File: src/rtl/fetch_unit_if.sv
// Fetch unit bus: program-memory port, redirect request and instruction handoff.
// The master modport is the fetch unit; the slave modport is the surrounding core/memory.
interface fetch_unit_if;
    logic [7:0] rom_addr;
    logic [7:0] rom_data;
    logic       fetch_en;
    logic       jump_en;
    logic [7:0] jump_addr;
    logic       instr_valid;
    logic [7:0] instr_data;
    logic [7:0] instr_pc;
    logic       instr_ready;
    logic       halted;

    modport master (
        output rom_addr,
        output instr_valid,
        output instr_data,
        output instr_pc,
        output halted,
        input  rom_data,
        input  fetch_en,
        input  jump_en,
        input  jump_addr,
        input  instr_ready
    );

    modport slave (
        input  rom_addr,
        input  instr_valid,
        input  instr_data,
        input  instr_pc,
        input  halted,
        output rom_data,
        output fetch_en,
        output jump_en,
        output jump_addr,
        output instr_ready
    );
endinterface

File: src/rtl/fetch_unit.sv
// Sequential instruction fetch with a 2-entry {pc, data} buffer, redirect and halt-on-opcode.
// Entry 0 is always the head; a pop shifts entry 1 down.
module fetch_unit #(
    parameter logic [7:0] RESET_PC    = 8'h00,
    parameter logic [7:0] HALT_OPCODE = 8'hFF
) (
    input logic          clk,
    input logic          rst_n,
    fetch_unit_if.master bus
);

    logic [7:0] pc_q, pc_d;
    logic [1:0] count_q, count_d;
    logic       halted_q, halted_d;
    logic [7:0] ent_pc_q   [2];
    logic [7:0] ent_pc_d   [2];
    logic [7:0] ent_data_q [2];
    logic [7:0] ent_data_d [2];

    logic pop;
    logic fetch;

    assign pop   = (count_q != 2'd0) && bus.instr_ready;
    assign fetch = bus.fetch_en && !halted_q && !bus.jump_en && ((count_q != 2'd2) || pop);

    always_comb begin
        pc_d       = pc_q;
        count_d    = count_q;
        halted_d   = halted_q;
        ent_pc_d   = ent_pc_q;
        ent_data_d = ent_data_q;
        if (bus.jump_en) begin
            // Redirect wins over everything; a coinciding pop is simply flushed with the rest.
            pc_d     = bus.jump_addr;
            count_d  = 2'd0;
            halted_d = 1'b0;
        end else begin
            if (pop) begin
                ent_pc_d[0]   = ent_pc_q[1];
                ent_data_d[0] = ent_data_q[1];
                count_d       = count_q - 2'd1;
            end
            if (fetch) begin
                // Tail slot index is the post-pop occupancy (0 or 1).
                ent_pc_d[count_d[0]]   = pc_q;
                ent_data_d[count_d[0]] = bus.rom_data;
                count_d                = count_d + 2'd1;
                if (bus.rom_data == HALT_OPCODE) begin
                    halted_d = 1'b1;
                end else begin
                    pc_d = pc_q + 8'd1;
                end
            end
        end
    end

    always_ff @(posedge clk or negedge rst_n) begin
        if (!rst_n) begin
            pc_q          <= RESET_PC;
            count_q       <= 2'd0;
            halted_q      <= 1'b0;
            ent_pc_q[0]   <= 8'h00;
            ent_pc_q[1]   <= 8'h00;
            ent_data_q[0] <= 8'h00;
            ent_data_q[1] <= 8'h00;
        end else begin
            pc_q       <= pc_d;
            count_q    <= count_d;
            halted_q   <= halted_d;
            ent_pc_q   <= ent_pc_d;
            ent_data_q <= ent_data_d;
        end
    end

    assign bus.rom_addr    = pc_q;
    assign bus.instr_valid = (count_q != 2'd0);
    assign bus.instr_data  = ent_data_q[0];
    assign bus.instr_pc    = ent_pc_q[0];
    assign bus.halted      = halted_q;

endmodule
File: src/flat_wrapper.sv
// flat-port wrapper written by rule: the top's interface ports become plain ports
module fetch_unit_flat 
#(
    parameter logic [7:0] RESET_PC    = 8'h00,
    parameter logic [7:0] HALT_OPCODE = 8'hFF
)
  (clk, rst_n, bus_rom_addr, bus_instr_valid, bus_instr_data, bus_instr_pc, bus_halted, bus_rom_data, bus_fetch_en, bus_jump_en, bus_jump_addr, bus_instr_ready);
  fetch_unit_if bus_i ();
  input logic clk;
  input logic rst_n;
  output wire logic [$bits(bus_i.rom_addr)-1:0] bus_rom_addr;
  output wire logic [$bits(bus_i.instr_valid)-1:0] bus_instr_valid;
  output wire logic [$bits(bus_i.instr_data)-1:0] bus_instr_data;
  output wire logic [$bits(bus_i.instr_pc)-1:0] bus_instr_pc;
  output wire logic [$bits(bus_i.halted)-1:0] bus_halted;
  input wire logic [$bits(bus_i.rom_data)-1:0] bus_rom_data;
  input wire logic [$bits(bus_i.fetch_en)-1:0] bus_fetch_en;
  input wire logic [$bits(bus_i.jump_en)-1:0] bus_jump_en;
  input wire logic [$bits(bus_i.jump_addr)-1:0] bus_jump_addr;
  input wire logic [$bits(bus_i.instr_ready)-1:0] bus_instr_ready;
  assign bus_rom_addr = bus_i.rom_addr;
  assign bus_instr_valid = bus_i.instr_valid;
  assign bus_instr_data = bus_i.instr_data;
  assign bus_instr_pc = bus_i.instr_pc;
  assign bus_halted = bus_i.halted;
  assign bus_i.rom_data = bus_rom_data;
  assign bus_i.fetch_en = bus_fetch_en;
  assign bus_i.jump_en = bus_jump_en;
  assign bus_i.jump_addr = bus_jump_addr;
  assign bus_i.instr_ready = bus_instr_ready;
  fetch_unit #(.RESET_PC(RESET_PC), .HALT_OPCODE(HALT_OPCODE)) u_core (.clk(clk), .rst_n(rst_n), .bus(bus_i));
endmodule
File: config.mk
export PLATFORM = sky130hd
export DESIGN_NAME = fetch_unit_flat
export DESIGN_NICKNAME = d
export VERILOG_FILES = /design/src/rtl/fetch_unit_if.sv /design/src/rtl/fetch_unit.sv /design/src/flat_wrapper.sv
export SDC_FILE = /design/constraint.sdc
export NUM_CORES = 1
export LEC_CHECK = 0
export BUFFER_PORTS_ARGS = -buffer_cell sky130_fd_sc_hd__buf_4
export CORE_MARGIN = 1.5
export CORE_UTILIZATION = 30
export DETAILED_ROUTE_END_ITERATION = 10
export SYNTH_ARGS = -nofsm -noshare
export SYNTH_HDL_FRONTEND = slang
export SYNTH_SLANG_ARGS = --single-unit
File: constraint.sdc
create_clock -name clk -period 2 [get_ports clk]
set_input_delay 0 -clock clk [delete_from_list [all_inputs] [get_ports clk]]
set_output_delay 0 -clock clk [all_outputs]
set_load 0.02 [all_outputs]
==> results of run 1 <==
-- worst paths after layout --
| kind | start | slack (ns) | to |
|---|---|---|---|
| hold reg to reg | flip-flop | 0.50 | u_core.bus.instr_pc[4] |
| max in group asynchronous | rst_n | 1.39 | u_core.bus.instr_data[1] |
| hold / removal | bus_jump_addr[6] | 0.02 | u_core.bus.rom_addr[6] |
| setup reg to reg | u_core.count_q[0] | 0.1 | u_core.bus.rom_addr[3] |
| setup / recovery | u_core.count_q[0] | 0.1 | u_core.bus.rom_addr[3] |
| min in group asynchronous | rst_n | 0.24 | u_core.bus.instr_data[2] |
-- worst max-delay path: cells and delay by family (launching register included) --
family                     cells  cell delay [ns]
AOI/OAI and AO/OA              2             0.72
adders and majority gates      1             0.21
buffers and inverters          2             0.23
DFF                            1             0.36
muxes                          1             0.11
and+or+nand+nor                1             0.17
-- final cells by class --
class                           instances  area share
Tap cell                               96      0.0426
Sequential cell                        43       0.382
Timing Repair Buffer                   72       0.213
Multi-Input combinational cell        110       0.322
Inverter                                8      0.0106
Clock buffer                            6      0.0257
Clock inverter                          2     0.00444
-- routing by layer --
layer  global-route usage  share of wire  vias up
li1                     -              -      773
met1                0.190           0.49      782
met2                0.187           0.44       35
met3               0.0351          0.048        7
met4               0.0620          0.021        0
met5                    0              0        -
-- what timing repair did --
action / 4_1_cts / 5_1_grt
hold buffers: 12 / 1
endpoints found under the setup margin: 1 / 16
setup buffers: 0 / 1
pin swaps: 0 / 1
endpoints found under the hold margin: 62 / 1
gates resized for setup: 1 / 5
-- cell usage in the layout (no fill, tap or decap), drive strengths merged, types with 2 or more instances in the layout --
cell type    count
a21oi            4
a221o           18
a31oi            2
and3             2
and4             2
buf             59
clkbuf           6
dfrtp           43
dlygate4sd3     13
ha               3
inv              8
mux2            16
mux2i            4
nand2            7
nand3            4
nor2             6
nor2b           16
nor3             2
nor3b            3
o21ai            2
o22ai            2
o31a             2
or4              2
xnor2            2
-- cells by family (layout without fill, tap and decap cells) --
family,Yosys count,count (layout)
compound gates,36,36
mux,20,20
simple gates,49,49
fa+ha+maj,3,3
xor+xnor,2,2
flops,43,43
buf+inv,32,88
-- per-stage QoR --
step | std cells | power (µW) | setup slack, ns | instance area, µm²
floorplan | 185 | 2550 | -0.00293 | 2160
global placement | 315 | 2910 | 0.0272 | 2570
detailed placement | 315 | 2940 | 0.00761 | 2570
CTS | 335 | 3510 | 0.0241 | 2780
global route | 337 | 3730 | 0.0246 | 2820
finish | 337 | 3500 | 0.0958 | 2820
-- power by group --
| group | switching, µW | internal, µW |
|---|---|---|
| Combinational | 713 | 809 |
| Clock | 294 | 244 |
| Sequential | 219 | 1220 |
| Total | 1230 | 2270 |
==> results.sh, run 1 <==
export IMPL_port_buffer_count=46
export IMPL_crit_type="flip-flop to flip-flop"
export IMPL_multi_input_comb_area_um2=907
export IMPL_synthesized_area_fraction_occupied_by_ao_oa_aoi_and_oai_cells=0.143
export IMPL_timing_hold_worst_class="primary input to flip-flop"
export IMPL_antenna_found_initial=0
export IMPL_final_period_minus_worst_setup_slack_ns=1.90
export IMPL_floorplan_die_height_um=87.5
export IMPL_ioPinCount=47
export IMPL_fin_skew_ns=0.00900
export IMPL_xor_xnor_share_of_the_synthesized_area=0.00817
export IMPL_largest_family_of_logic_cells_by_synthesized_area="compound AO/OA/AOI/OAI gates"
export IMPL_rel_slew_slack=0.640
export IMPL_reg2regPathDepth=7
export IMPL_post_synth_fa_ha_maj_area_fraction=0.0175
export IMPL_postSynthNetCount=209
export IMPL_grt_total_usage=0.133
export IMPL_slowest_delay_ns=0.43
export IMPL_postSynth_asyncResetShare=1.00
export IMPL_synth_top_flop_cell="sky130_fd_sc_hd__dfrtp_1"
export IMPL_leakagePower_uw=0.00129
export IMPL_finalCoreUtilization=0.411
export IMPL_worstMarginPinSlew_ns=0.540
export IMPL_grt_pass1_vias=1533
export IMPL_rows=30
export IMPL_dp_final_hpwl_um=3280
export IMPL_fmax_mhz=525
export IMPL_tritoncts="done"
export IMPL_worstPathMaxFanout=5
export IMPL_rsz_0062_raised_after_global_routing="no"
export IMPL_outcome="completed"
export IMPL_vias_per_cell=4.74
export IMPL_sequential_element_share_of_the_synthesized_area=0.502
export IMPL_yosysMostFrequentCell="sky130_fd_sc_hd__dfrtp_1"
export IMPL_worstSetupEndpointType="flip-flop"
export IMPL_cell_type_with_the_highest_aggregate_area_in_the_netlist="sky130_fd_sc_hd__dfrtp_1"
export IMPL_synth_commonest_cells="sky130_fd_sc_hd__dfrtp_1 (43), sky130_fd_sc_hd__a221o_1 (18), sky130_fd_sc_hd__buf_4 (16), sky130_fd_sc_hd__mux2_2 (16), sky130_fd_sc_hd__nor2b_1 (16)"
export IMPL_cell_chosen_for_the_clock_root="sky130_fd_sc_hd__clkbuf_8"
export IMPL_insertedDiodeCount=0
export IMPL_clk_insertion_delay_late_ns=0.29
export IMPL_post_synth_top_area_fraction=0.502
export IMPL_post_route_drc_count=0
export IMPL_final_seq_area_um2=1080
export IMPL_count_of_yosys_warnings_during_synthesis=0
export IMPL_die_area_um2=7660
export IMPL_layout_filler_cells=663
export IMPL_hold_violations=0
export IMPL_clock_slew_at_the_register_clock_pins_of_the_worst_setup_and_hold_paths_ns=0.08
export IMPL_cts_buffers_inserted=5
export IMPL_wl_um=4690
export IMPL_die_width_um=87.5
export IMPL_yosys_mux_area_fraction=0.103
export IMPL_timing_critical_path_slowest_stage_cell="sky130_fd_sc_hd__a221o_2"
export IMPL_fin_nets=264
export IMPL_drt_wirelength_per_cell_um=13.9
export IMPL_vias=1597
export IMPL_area_growth_pct=31.6
export IMPL_gpl_final_weighted_congestion=0.840
export IMPL_final_setup_viol_count=0
export IMPL_initial_cell_density_of_the_core=0.312
export IMPL_drt_antenna_violating_nets=0
export IMPL_worstPathArrival_ns=2.08
export IMPL_core_um2=6870
export IMPL_drive_gt1_frac=0.373
export IMPL_cts_buffer_depth=2
export IMPL_setup_worst_path_start_class="flip-flop"
export IMPL_cap_viol_max_count=0
export IMPL_grt_max_degree=44
export IMPL_synth_lib_cells_used_distinct=38
export IMPL_timing_final_max_slew_violations=0
export IMPL_grt_first_pass_wirelength_um=7720
export IMPL_timing_critical_path_required_ns=2.18
export IMPL_syn_instance_count=185
export IMPL_postSynthRegisterBits=43
export IMPL_post_synth_instance_area_um2=2140
export IMPL_power_per_cell_area_nw_per_um2=1240
export IMPL_min_delay_path_depth=4
export IMPL_h_tree_depth=2
export IMPL_vdd_drop_max_mv=0.379
export IMPL_timing_final_crit_share=0.952
export IMPL_final_hold_worst_slack_ns=0.0150
export IMPL_grt_remaining_overflow=0
export IMPL_synth_edff_count=0
export IMPL_post_synth_cell_area_avg_um2=11.6
export IMPL_biggest_area_contributors_in_the_synthesized_netlist="sky130_fd_sc_hd__dfrtp_1 (50%), sky130_fd_sc_hd__a221o_1 (8.4%), sky130_fd_sc_hd__mux2_2 (8.4%), sky130_fd_sc_hd__buf_4 (5.6%), sky130_fd_sc_hd__nor2b_1 (4.7%)"
export IMPL_drtPass1Iterations=4
export IMPL_cts_sink_count=43
export IMPL_post_synth_and_or_nand_nor_area_fraction=0.136
export IMPL_detail_route_iter0_violations=80
export IMPL_setup_total_negative_slack_ns=0
export IMPL_crit_chain="inv_2 -> ha_1 -> nand2b_4 -> a221o_2 -> buf_4 -> mux2i_1 -> a211o_1"
Note: power is estimated with default switching activity, not from simulation.
==> inputs of run 2 (changes only) <==
CTS_CLUSTER_DIAMETER = 60   (was unset)
GPL_TIMING_DRIVEN = 0   (was unset)
==> run 2 against run 1 <==
Combinational power increased by 18%. Global-route usage up 0.58 points. Critical path type unchanged. Highest routed layer unchanged. Register-to-register slack got worse by 0.05 ns. Critical endpoint is now u_core.bus.instr_pc[6]. Largest power group unchanged. Critical path depth is the same.
==> results.sh, run 2 (same netlist as run 1, synthesis figures left out) <==
export IMPL_cts_sink_count=43
export IMPL_leakagePower_uw=0.00142
export IMPL_routed_length_on_met2_um=2330
export IMPL_rows=30
export IMPL_h_tree_depth=2
export IMPL_cap_viol_max_count=0
export IMPL_dp_cells=327
export IMPL_timing_final_max_slew_violations=0
export IMPL_die_width_um=87.5
export IMPL_clk_insertion_delay_late_ns=0.30
export IMPL_m1_wl_um=2430
export IMPL_timing_critical_path_required_ns=2.19
export IMPL_seq_power_share=0.357
export IMPL_grt_max_degree=44
export IMPL_tritoncts="done"
export IMPL_worstMarginPinSlew_ns=0.534
export IMPL_dp_final_hpwl_um=3310
export IMPL_post_route_drc_count=0
export IMPL_fmax_mhz=511
export IMPL_drtPass1Iterations=4
export IMPL_die_area_um2=7660
export IMPL_setup_slack_ns=0.0417
export IMPL_timing_final_crit_share=0.979
export IMPL_hold_violations=0
export IMPL_outcome="completed"
export IMPL_cell_chosen_for_the_clock_root="sky130_fd_sc_hd__clkbuf_8"
export IMPL_ioPinCount=47
export IMPL_mostFrequentLayoutCells="sky130_fd_sc_hd__buf_4 (70), sky130_fd_sc_hd__dfrtp_1 (41), sky130_fd_sc_hd__a221o_1 (18)"
export IMPL_dp_worst_setup_slack_ns=-0.584
export IMPL_wl_um=5040
export IMPL_instances_no_fill=357
export IMPL_clock_slew_at_the_register_clock_pins_of_the_worst_setup_and_hold_paths_ns=0.09
export IMPL_initial_cell_density_of_the_core=0.312
export IMPL_grt_pass1_vias=1697
export IMPL_power_net_switching_uw=1320
export IMPL_power_clock_fraction=0.200
export IMPL_finalCoreUtilization=0.445
export IMPL_timing_hold_worst_class="primary input to flip-flop"
export IMPL_worstSetupEndpointType="flip-flop"
export IMPL_insertedDiodeCount=0
export IMPL_final_setup_viol_count=0
export IMPL_fin_nets=284
export IMPL_fin_skew_ns=0.0114
export IMPL_vias_per_cell=4.72
export IMPL_final_common_cell="sky130_fd_sc_hd__buf_4"
export IMPL_internal_power_uw=2720
export IMPL_drt_antenna_violating_nets=0
export IMPL_area_growth_pct=42.6
export IMPL_worstPathArrival_ns=2.15
export IMPL_vdd_drop_max_mv=0.419
export IMPL_gpl_final_weighted_congestion=0.790
export IMPL_grt_remaining_overflow=0
export IMPL_worstPathMaxFanout=5
export IMPL_rsz_0062_raised_after_global_routing="no"
export IMPL_drt_wirelength_per_cell_um=14.1
export IMPL_cts_buffer_depth=2
export IMPL_cts_buffers_inserted=5
export IMPL_grt_total_usage=0.139
export IMPL_antenna_found_initial=0
export IMPL_port_buffer_count=46
export IMPL_core_um2=6870
export IMPL_setup_total_negative_slack_ns=0
export IMPL_routed_wl_met3_um=198
export IMPL_design_power_total_uw=4040
export IMPL_setup_worst_path_start_class="flip-flop"
export IMPL_vias=1684
export IMPL_floorplan_die_height_um=87.5
export IMPL_crit_type="flip-flop to flip-flop"
export IMPL_final_period_minus_worst_setup_slack_ns=1.96
export IMPL_grt_first_pass_wirelength_um=8200
export IMPL_power_per_cell_area_nw_per_um2=1320
export IMPL_switching_share=0.327
export IMPL_p_comb_frac=0.443
export IMPL_route_top_layer_used="met4"
export IMPL_detail_route_iter0_violations=83
export IMPL_rel_slew_slack=0.644
export IMPL_drive_gt1_frac=0.444
run 2: cell count changes in the layout (fill, tap and decap cells not counted), sizes merged:
cell	before	now
buf	59	77
bufinv	0	2
clkinv	1	0
dlygate4sd3	13	14
run 2: metal layers:
metal | global-route usage | up-vias
met5 | 0 | -
met4 | 0.0592 | 0
met3 | 0.0246 | 5
met2 | 0.218 | 41
met1 | 0.189 | 827
li1 | - | 811
run 2: worst max-delay path, cell delays in order (launching register included):
cell and delay, ns:
sky130_fd_sc_hd__dfrtp_2 0.41, sky130_fd_sc_hd__inv_4 0.06, sky130_fd_sc_hd__ha_2 0.20, sky130_fd_sc_hd__or4b_4 0.50, sky130_fd_sc_hd__a21oi_4 0.21, sky130_fd_sc_hd__buf_4 0.18, sky130_fd_sc_hd__nor2b_1 0.05, sky130_fd_sc_hd__a221o_1 0.26
run 2: area by class of cell:
class                           count  area [µm²]
Buffer                             23         169
Inverter                            8        32.5
Multi-Input combinational cell    110         950
Fill cell                         682        3810
Sequential cell                    43        1080
Clock buffer                        5        68.8
Tap cell                           96         120
Clock inverter                      3        67.6
Timing Repair Buffer               69         569
run 2: metrics by stage:
stage                     area, µm²  hold slack, ns
after floorplan                2160          -0.296
after global placement         2630          0.0300
after detailed placement       2630          0.0276
after CTS                      3020        0.000425
after global routing           3060          0.0242
final                          3060         0.00689
run 2: power groups by stage:
stage	clock [µW]	combinational, µW	sequential [µW]
final	809	1790	1440
after global routing	868	1920	1490
after global placement	0	1590	1440
after floorplan	0	1140	1420
after CTS	827	1770	1430
after detailed placement	0	1620	1450
run 2: final timing paths:
check / cells past startpoint / start / slack [ns] / to
setup / recovery: 7 / u_core.count_q[0] / 0.04 / u_core.bus.instr_pc[6]
hold / removal: 4 / bus_jump_addr[6] / 0.007 / u_core.bus.rom_addr[6]
setup reg to reg: 7 / u_core.count_q[0] / 0.04 / u_core.bus.instr_pc[6]
hold reg to reg: 1 / flip-flop / 0.50 / u_core.bus.instr_pc[1]
max in group asynchronous: 2 / rst_n / 1.38 / u_core.count_q[0]
min in group asynchronous: 2 / rst_n / 0.23 / asynchronous set/reset pin
run 2: what timing repair did:
action	CTS	global route
setup buffers	7	1
pin swaps	4	4
endpoints found under the hold margin	64	0
hold buffers	14	0
setup endpoints to repair	29	20
gates cloned	0	1
gates resized for setup	12	10
==> inputs of run 3 (changes only) <==
CORE_UTILIZATION = 48   (was 30)
GPL_TIMING_DRIVEN = unset   (was 0)
PLACE_DENSITY_LB_ADDON = 0.08   (was unset)
==> run 3 against run 2 <==
The flow now finishes with violations (setup timing). Sequential power hardly changed. Cell count is 15% lower. First-iteration DRC count is 16% higher.
==> results.sh, run 3 (same netlist as run 1, synthesis figures left out) <==
export IMPL_clock_slew_at_the_register_clock_pins_of_the_worst_setup_and_hold_paths_ns=0.08
export IMPL_timing_final_crit_share=1.02
export IMPL_power_per_cell_area_nw_per_um2=1310
export IMPL_timing_hold_worst_class="primary input to flip-flop"
export IMPL_insertedDiodeCount=0
export IMPL_port_buffer_count=46
export IMPL_detailed_place_area_um2=2540
export IMPL_grt_remaining_overflow=0
export IMPL_hold_violations=0
export IMPL_clk_insertion_delay_late_ns=0.30
export IMPL_crit_chain="inv_2 -> buf_6 -> ha_4 -> or4b_4 -> a21oi_4 -> clkbuf_16 -> nor2b_1 -> a221o_1"
export IMPL_antenna_found_initial=0
export IMPL_crit_type="flip-flop to flip-flop"
export IMPL_gpl_final_weighted_congestion=0.766
export IMPL_drive_gt1_frac=0.462
export IMPL_timing_critical_path_slowest_stage_cell="sky130_fd_sc_hd__or4b_4"
export IMPL_hold_end="u_core.bus.rom_addr[1]"
export IMPL_area_growth_pct=39.9
export IMPL_instances_no_fill=305
export IMPL_timing_final_max_slew_violations=0
export IMPL_vdd_drop_max_mv=0.616
export IMPL_fin_skew_ns=0.00485
export IMPL_setup_worst_path_start_class="flip-flop"
export IMPL_timing_critical_path_required_ns=2.18
export IMPL_rsz_0062_raised_after_global_routing="yes"
export IMPL_cts_buffer_depth=2
export IMPL_worstPathArrival_ns=2.23
export IMPL_finish_instance_area_um2=3000
export IMPL_die_area_um2=4870
export IMPL_holdCritStartpoint="bus_jump_addr[1]"
export IMPL_grt_max_degree=44
export IMPL_layout_filler_cells=324
export IMPL_grt_total_usage=0.218
export IMPL_worstMarginPinSlew_ns=0.741
export IMPL_fin_nets=276
export IMPL_ioPinCount=47
export IMPL_initial_cell_density_of_the_core=0.496
export IMPL_outcome="complete, but fails checks"
export IMPL_drt_antenna_violating_nets=0
export IMPL_violations="setup timing"
export IMPL_cts_buffers_inserted=5
export IMPL_slowest_delay_ns=0.49
export IMPL_crit_reg2reg_launch="u_core.count_q[0]"
export IMPL_final_setup_viol_count=16
export IMPL_leakagePower_uw=0.00141
export IMPL_h_tree_depth=2
export IMPL_dp_cells=275
export IMPL_setup_slack_ns=-0.0425
export IMPL_r2r_slack_ns=-0.04
export IMPL_vias_per_cell=5.65
export IMPL_post_route_drc_count=0
export IMPL_detail_route_iter0_violations=96
export IMPL_core_um2=4320
export IMPL_rows=24
export IMPL_final_common_cell="sky130_fd_sc_hd__buf_4"
export IMPL_cell_chosen_for_the_clock_root="sky130_fd_sc_hd__clkbuf_8"
export IMPL_worstSetupEndpointType="flip-flop"
export IMPL_drtPass1Iterations=4
export IMPL_vias=1723
export IMPL_die_width_um=69.8
export IMPL_worstPathMaxFanout=8
export IMPL_mostFrequentLayoutCells="sky130_fd_sc_hd__buf_4 (63), sky130_fd_sc_hd__dfrtp_1 (43), sky130_fd_sc_hd__a221o_1 (18)"
export IMPL_floorplan_die_height_um=69.8
export IMPL_grt_pass1_vias=1757
export IMPL_min_delay_path_depth=3
export IMPL_fmax_mhz=490
export IMPL_reg2regPathDepth=8
export IMPL_grt_first_pass_wirelength_um=8410
export IMPL_dp_final_hpwl_um=3220
export IMPL_final_period_minus_worst_setup_slack_ns=2.04
export IMPL_tritoncts="done"
export IMPL_drt_wirelength_per_cell_um=17.0
export IMPL_path_delay_family="simple AND/OR/NAND/NOR gates"
export IMPL_wl_um=5180
export IMPL_rel_slew_slack=0.506
export IMPL_number_of_buffers_and_inverters_on_the_critical_path=3
export IMPL_cap_viol_max_count=0
export IMPL_cts_sink_count=43
export IMPL_worstReg2RegEnd="u_core.bus.instr_pc[3]"
run 3: changes by cell type in the layout (fill, tap and decap cells not counted), sizes merged:
cell      previous run  this run
clkbuf               6         7
buf                 77        69
clkinv               0         1
bufinv               2         1
clkinvlp             1         0
run 3: layout make-up:
cell class | count | area [µm²] | area share
Sequential cell | 43 | 1080 | 0.359
Multi-Input combinational cell | 110 | 987 | 0.329
Timing Repair Buffer | 84 | 723 | 0.241
Clock buffer | 6 | 82.6 | 0.0275
Tap cell | 52 | 65.1 | 0.0217
Clock inverter | 2 | 35.0 | 0.0117
Inverter | 8 | 30.0 | 0.0100
run 3: worst max-delay path by stage:
stage                            startpoint                        to  slack [ns]  depth (start not counted)
after floorplan           u_core.count_q[0]  u_core.bus.instr_data[5]      -0.003                          7
after global placement    u_core.count_q[0]    u_core.bus.instr_pc[6]       -0.17                          6
after detailed placement  u_core.count_q[0]  u_core.bus.instr_data[0]       -0.29                          6
after CTS                 u_core.count_q[0]    u_core.bus.instr_pc[5]       -0.02                          8
after global routing      u_core.count_q[0]    u_core.bus.instr_pc[3]       -0.08                          8
final                     u_core.count_q[0]    u_core.bus.instr_pc[3]       -0.04                          8
run 3: power by group:
part | leakage (µW) | switching (µW) | total (µW) | internal [µW]
logic | 0.000817 | 802 | 1770 | 969
registers | 0.000527 | 225 | 1440 | 1220
clock network | 0.0000612 | 300 | 704 | 404
run 3: through the flow:
step	TNS, ns	setup slack [ns]	util	total power [µW]	hold WS (ns)
6_report	-0.252	-0.0425	0.694	3920	0.00607
5_1_grt	-1.36	-0.0827	0.694	4110	0.0384
4_1_cts	-0.136	-0.0246	0.672	3830	0.00597
3_5_place_dp	-6.49	-0.292	0.587	2970	0.0252
3_3_place_gp	-3.51	-0.167	0.587	2900	0.00837
2_1_floorplan	-0.0293	-0.00293	-	2550	-0.296
run 3: what timing repair did:
item                                   in CTS  in global routing
hold buffers                               14                  0
pin swaps                                   3                  5
cloned                                      1                  0
endpoints found under the hold margin      64                  0
setup endpoints to repair                  38                 23
buffers inserted                            5                  2
resized for setup                           8                 22
run 3: per-layer routing:
metal | share of wire | GRT usage
met3 | 0.045 | 0.0407
met4 | 0.019 | 0.0769
met2 | 0.48 | 0.345
met1 | 0.45 | 0.301
met5 | 0 | 0
run 3: worst min-delay path: cells and delay by family:
family	cells	cell delay, ns
AO/OA/AOI/OAI	2	0.19
buffers and inverters	1	0.08
